$ cat src/rtl/apb_fll_pkg.sv
// Shared types and helpers for the multi-target APB-to-FLL bridge.
// Holds the FSM state encoding and the target-index width function.
package apb_fll_pkg;

    localparam int FLL_DATA_WIDTH = 32;

    typedef enum logic [2:0] {
        IDLE,
        REQ,
        RESP,
        TOUT,
        ERR,
        WAIT_LOW
    } state_e;

    function automatic int TGT_W(input int n);
        return (n > 1) ? $clog2(n) : 1;
    endfunction

endpackage

$ cat src/rtl/apb_to_fll_multi_sync.sv
// Multi-flop synchroniser for one asynchronous FLL acknowledge line.
// Module fll_ack_sync; one instance per FLL target.
module fll_ack_sync #(
    parameter int STAGES = 2
) (
    input  logic clk_i,
    input  logic rst_ni,
    input  logic ack_i,
    output logic ack_o
);

    logic [STAGES-1:0] sync_q;

    always_ff @(posedge clk_i or negedge rst_ni) begin
        if (!rst_ni) begin
            sync_q <= '0;
        end else begin
            sync_q <= {sync_q[STAGES-2:0], ack_i};
        end
    end

    assign ack_o = sync_q[STAGES-1];

endmodule

$ cat src/rtl/apb_to_fll_multi.sv
// APB slave bridging one APB port to NB_FLL FLL configuration ports
// using a 4-phase req/ack handshake with ack timeout and PSLVERR.
module apb_to_fll_multi
    import apb_fll_pkg::*;
#(
    parameter int APB_ADDR_WIDTH = 12,
    parameter int NB_FLL         = 4,
    parameter int FLL_ADDR_WIDTH = 4,
    parameter int SYNC_STAGES    = 2,
    parameter int TIMEOUT_CYCLES = 1023
) (
    input  logic                                   clk_i,
    input  logic                                   rst_ni,
    input  logic [APB_ADDR_WIDTH-1:0]              apb_paddr_i,
    input  logic [FLL_DATA_WIDTH-1:0]              apb_pwdata_i,
    input  logic                                   apb_pwrite_i,
    input  logic                                   apb_psel_i,
    input  logic                                   apb_penable_i,
    output logic [FLL_DATA_WIDTH-1:0]              apb_prdata_o,
    output logic                                   apb_pready_o,
    output logic                                   apb_pslverr_o,
    output logic [NB_FLL-1:0]                      fll_req_o,
    output logic                                   fll_wen_o,
    output logic [FLL_ADDR_WIDTH-1:0]              fll_addr_o,
    output logic [FLL_DATA_WIDTH-1:0]              fll_wdata_o,
    input  logic [NB_FLL-1:0][FLL_DATA_WIDTH-1:0]  fll_rdata_i,
    input  logic [NB_FLL-1:0]                      fll_ack_i
);

    localparam int TW = TGT_W(NB_FLL);
    localparam int UW = APB_ADDR_WIDTH - FLL_ADDR_WIDTH - 2;

    state_e                      state_q, state_d;
    logic [FLL_ADDR_WIDTH-1:0]   addr_q;
    logic [FLL_DATA_WIDTH-1:0]   wdata_q, rdata_q;
    logic [FLL_DATA_WIDTH-1:0]   prdata_q, prdata_d;
    logic                        wen_q, pready_q, pready_d;
    logic                        pslverr_q, pslverr_d;
    logic [TW-1:0]               tgt_q;
    logic [NB_FLL-1:0]           ack_s, req_vec;
    logic                        sel_ack, timeout, accept, bad_tgt;
    logic [FLL_DATA_WIDTH-1:0]   sel_rdata;
    logic [UW-1:0]               up_addr;
    logic                        unused_paddr;

    // Whole upper address is decoded so unrepresentable indices also error.
    assign up_addr      = apb_paddr_i[APB_ADDR_WIDTH-1:FLL_ADDR_WIDTH+2];
    assign bad_tgt      = 32'(up_addr) >= 32'(NB_FLL);
    assign unused_paddr = ^apb_paddr_i[1:0];

    // pready_q guard stops the completing access from being re-accepted.
    assign accept = (state_q == IDLE) && apb_psel_i &&
                    apb_penable_i && !pready_q;

    for (genvar i = 0; i < NB_FLL; i++) begin : g_sync
        fll_ack_sync #(
            .STAGES(SYNC_STAGES)
        ) u_sync (
            .clk_i (clk_i),
            .rst_ni(rst_ni),
            .ack_i (fll_ack_i[i]),
            .ack_o (ack_s[i])
        );
    end

    always_comb begin
        sel_ack   = 1'b0;
        sel_rdata = '0;
        req_vec   = '0;
        for (int i = 0; i < NB_FLL; i++) begin
            if (tgt_q == TW'(i)) begin
                sel_ack    = ack_s[i];
                sel_rdata  = fll_rdata_i[i];
                req_vec[i] = 1'b1;
            end
        end
    end

    if (TIMEOUT_CYCLES > 0) begin : g_tout
        localparam int CW = $clog2(TIMEOUT_CYCLES + 1);
        logic [CW-1:0] cnt_q;

        always_ff @(posedge clk_i or negedge rst_ni) begin
            if (!rst_ni) begin
                cnt_q <= '0;
            end else if (state_q == REQ) begin
                cnt_q <= cnt_q + 1'b1;
            end else begin
                cnt_q <= '0;
            end
        end

        assign timeout = (state_q == REQ) &&
                         (cnt_q == CW'(TIMEOUT_CYCLES - 1));
    end else begin : g_no_tout
        assign timeout = 1'b0;
    end

    always_comb begin
        state_d   = state_q;
        pready_d  = 1'b0;
        pslverr_d = 1'b0;
        prdata_d  = '0;
        unique case (state_q)
            IDLE:     if (accept) state_d = bad_tgt ? ERR : REQ;
            REQ: begin
                if (sel_ack) begin
                    state_d = RESP;
                end else if (timeout) begin
                    state_d = TOUT;
                end
            end
            RESP: begin
                state_d  = WAIT_LOW;
                pready_d = 1'b1;
                prdata_d = rdata_q;
            end
            TOUT: begin
                state_d   = WAIT_LOW;
                pready_d  = 1'b1;
                pslverr_d = 1'b1;
            end
            ERR: begin
                state_d   = IDLE;
                pready_d  = 1'b1;
                pslverr_d = 1'b1;
            end
            WAIT_LOW: if (!sel_ack) state_d = IDLE;
            default:  state_d = IDLE;
        endcase
    end

    always_ff @(posedge clk_i or negedge rst_ni) begin
        if (!rst_ni) begin
            state_q   <= IDLE;
            addr_q    <= '0;
            wdata_q   <= '0;
            wen_q     <= 1'b1;
            tgt_q     <= '0;
            rdata_q   <= '0;
            pready_q  <= 1'b0;
            pslverr_q <= 1'b0;
            prdata_q  <= '0;
        end else begin
            state_q   <= state_d;
            pready_q  <= pready_d;
            pslverr_q <= pslverr_d;
            prdata_q  <= prdata_d;
            if (accept) begin
                addr_q  <= apb_paddr_i[FLL_ADDR_WIDTH+1:2];
                wdata_q <= apb_pwdata_i;
                wen_q   <= ~apb_pwrite_i;
                tgt_q   <= up_addr[TW-1:0];
            end
            if (state_q == REQ && sel_ack) begin
                rdata_q <= wen_q ? sel_rdata : '0;
            end
        end
    end

    assign fll_req_o     = (state_q == REQ) ? req_vec : '0;
    assign fll_wen_o     = wen_q;
    assign fll_addr_o    = addr_q;
    assign fll_wdata_o   = wdata_q;
    assign apb_pready_o  = pready_q;
    assign apb_pslverr_o = pslverr_q;
    assign apb_prdata_o  = prdata_q;

endmodule
$ cat config.mk
export PLATFORM = sky130hd
export DESIGN_NAME = apb_to_fll_multi
export DESIGN_NICKNAME = d
export VERILOG_FILES = /design/src/rtl/apb_fll_pkg.sv /design/src/rtl/apb_to_fll_multi_sync.sv /design/src/rtl/apb_to_fll_multi.sv
export SDC_FILE = /design/constraint.sdc
export NUM_CORES = 1
export LEC_CHECK = 0
export ABC_AREA = 1
export BUFFER_PORTS_ARGS = -buffer_cell sky130_fd_sc_hd__buf_2
export CORE_MARGIN = 2
export CORE_UTILIZATION = 50
export CTS_CLUSTER_SIZE = 10
export DETAILED_ROUTE_END_ITERATION = 16
export HOLD_SLACK_MARGIN = 0.06
export PLACE_DENSITY = 0.88
export SLEW_MARGIN = 20
export SYNTH_ARGS = -nofsm -noshare
export SYNTH_HDL_FRONTEND = slang
export SYNTH_SLANG_ARGS = --single-unit
$ cat constraint.sdc
create_clock -name clk_i -period 2.5 [get_ports clk_i]
set_clock_uncertainty 0.05 [all_clocks]
set_input_delay 0.375 -clock clk_i [delete_from_list [all_inputs] [get_ports clk_i]]
set_output_delay 0.375 -clock clk_i [all_outputs]
set_load 0.02 [all_outputs]
==> impl_metrics.tcl <==
set metrics [dict create \
    required_ns 2.08 \
    rows 39 \
    p_per_area_mw_per_mm2 1150 \
    cts.clk_slew.worst_paths_ns 0.06 \
    dr.pass1.iters 4 \
    final_area_sq_mm 0.00780 \
    fp.coreArea_sq_mm 0.0113 \
    seq_area_frac_synth_pct 54.6 \
    crit_end "fll_req_o[1]" \
    ys_types 32 \
    grt.total_usage_pct 25.8 \
    worstMarginPinSlew_ns 0.756 \
    overflow 0 \
    synth-xor-area-share_pct 0.152 \
    routedWlPerCell_um 15.3 \
    grt_pass1_wl_mm 25.7 \
    die_y_um 111 \
    cap_viol_max_count 0 \
    utilization_pct 68.9 \
    drive_gt1_share_pct 41.6 \
    peakVddDrop_mv 0.672 \
    hold_viol 0 \
    p_total_mw 8.99 \
    rsz0062_at_grt "no" \
    gp_congestion 0.908 \
    crit_start "tgt_q[0]" \
    start_util_pct 51.0 \
    maxSlewViolCount 0 \
    grt_pass1_vias 5419 \
    fmax_mhz 433 \
    area_growth_pct 35.1 \
    worstSetupPathType "reg2out" \
    netlist_instances 606 \
    ys_ff_latch 126 \
    worstHoldPathType "in2reg" \
    numCtsBuffers 17 \
    h-tree-depth 4 \
    first_iter_violations 352 \
    status "complete, no violations" \
    postCtsSetupRepairBufs 0 \
    final_cell_mix "buf_2, dfrtp_1, nand2_1" \
    ios 256 \
    grt_max_degree 73 \
    synth-adder-area-share_pct 0.433 \
    finalSetupTns_ns 0 \
    ys.flop_type "dfrtp_1" \
    synthesis.nets 789 \
    worst_slack_ns 0.188 \
    fin_crit_sh_pct 92.5 \
    start_kind "flip-flop" \
    fin_crit_ns 2.31 \
    synth_warnings 0 \
    synth_edf_count 0 \
    dieArea_sq_mm 0.0124 \
    r2r_end "rdata_q[17]" \
    clock_latency_ns 0.40 \
    fin_cells 1015 \
    preCtsSetupSlack_ns 0.357 \
    arrival_ns 1.89 \
    crit_fanout 22 \
    drc 0 \
    yosys.area_share.simple_pct 16.5 \
    ant_nets 0 \
    setup.worst_path.end_class "output port" \
    layout_commonest_cell "buf_2" \
    die_x_um 111 \
    r2r_cells 7 \
    antenna_found_initial 1 \
    placed_area_sq_mm 0.00713 \
    vias 5228 \
    max-slew-margin-rel_pct 49.4 \
    cts_buffer_depth 2 \
    whs_ns 0.0906 \
    reg2reg_slack_ns 0.33 \
    placed_cells_incl_taps 977 \
    wl_mm 15.6 \
    synth_compound_area_share_pct 13.7 \
    tritoncts "built" \
    cts-root-buf "clkbuf_16" \
    fin_nets 1041 \
    synthMuxAreaShare_pct 7.02 \
    rr_startpoint "tgt_q[1]" \
    avgSynthCellArea_sq_um 9.53 \
    setup_viol 0 \
    vias_per_cell 5.15 \
    clkSinkCount 126 \
    p_leak_nw 3.98 \
    syn_area_sq_mm 0.00577 \
    port_buffers 253 \
    async_flop_share_pct 100 \
    dpl.hpwl_mm 11.3 \
    synth_top_family_by_area "simple AND/OR/NAND/NOR gates" \
]
layout make-up:
type                    instances  area (sq um)
clock buffers                  19           453
multi-input cells             380          2180
flip-flops and latches        126          3150
well taps                     143           179
fillers                       900          3520
repair buffers                269          1430
diodes                          1          2.50
clock inverters                13           163
inverters                      64           240
power breakdown:
group	leakage (nW)	switching (mW)	internal, mW
registers	1.60	0.374	2.67
logic	2.08	2.16	1.27
clock network	0.296	0.896	1.62
cells in the mapped netlist, drive strengths merged, types with 11 or more instances:
master / n / area (sq um)
o21ai: 85 / 489
mux2: 36 / 405
buf: 17 / 126
nor2: 50 / 205
nor3: 28 / 163
clkbuf: 19 / 71.3
a21oi: 11 / 55.1
o21a: 14 / 105
nand2: 89 / 344
dfrtp: 125 / 3130
nand3: 42 / 220
inv: 64 / 240
o211ai: 18 / 135
registers in the layout, summed over array words and instances, names as in the netlist:
register,cells
state_q,3
rdata_q,32
g_tout.cnt_q,10
fll_wen_o,1
apb_prdata_o,32
g_sync.u_sync.sync_q,8
fll_addr_o,4
apb_pslverr_o,1
apb_pready_o,1
tgt_q,2
fll_wdata_o,32
layer usage:
layer  part of all wire (%)  global-route usage, %  wire [um]  vias to the layer above
li1                       -                      -          -                     2514
met1                     41                   32.0       6390                     2461
met2                     50                   44.3       7770                      220
met3                    6.6                   5.17       1020                       33
met4                    2.5                   11.0        384                        0
met5                      0                      0          0                        -
what timing repair did:
action                    in CTS  in global routing
hold buffers                   5                  0
hold endpoints to repair      29                  0
gates resized for setup        0                  0
logic make-up after synthesis:
| family | count (synthesis) |
|---|---|
| flops | 126 |
| mux | 36 |
| fa+ha+maj | 2 |
| compound gates | 129 |
| xor+xnor | 1 |
| simple gates | 212 |
| buf+inv | 100 |
how the worst min path moves through the flow:
stage	slack [ns]	cells past startpoint	startpoint	to
after detailed placement	0.26	1	rst_ni	fll_wdata_o[20]
after floorplan	0.03	0	rst_ni	apb_prdata_o[0]
after CTS	0.08	2	apb_pwrite_i	fll_wen_o
final	0.09	2	apb_pwrite_i	fll_wen_o
after global routing	0.09	2	apb_pwrite_i	fll_wen_o
after global placement	0.25	1	rst_ni	fll_wdata_o[20]
critical path, stage by stage (launching register included):
cell,delay [ns]
dfrtp_1,0.57
buf_4,0.33
inv_2,0.20
nor3_1,0.20
buf_2,0.19
Note: power is estimated with default switching activity, not from simulation.
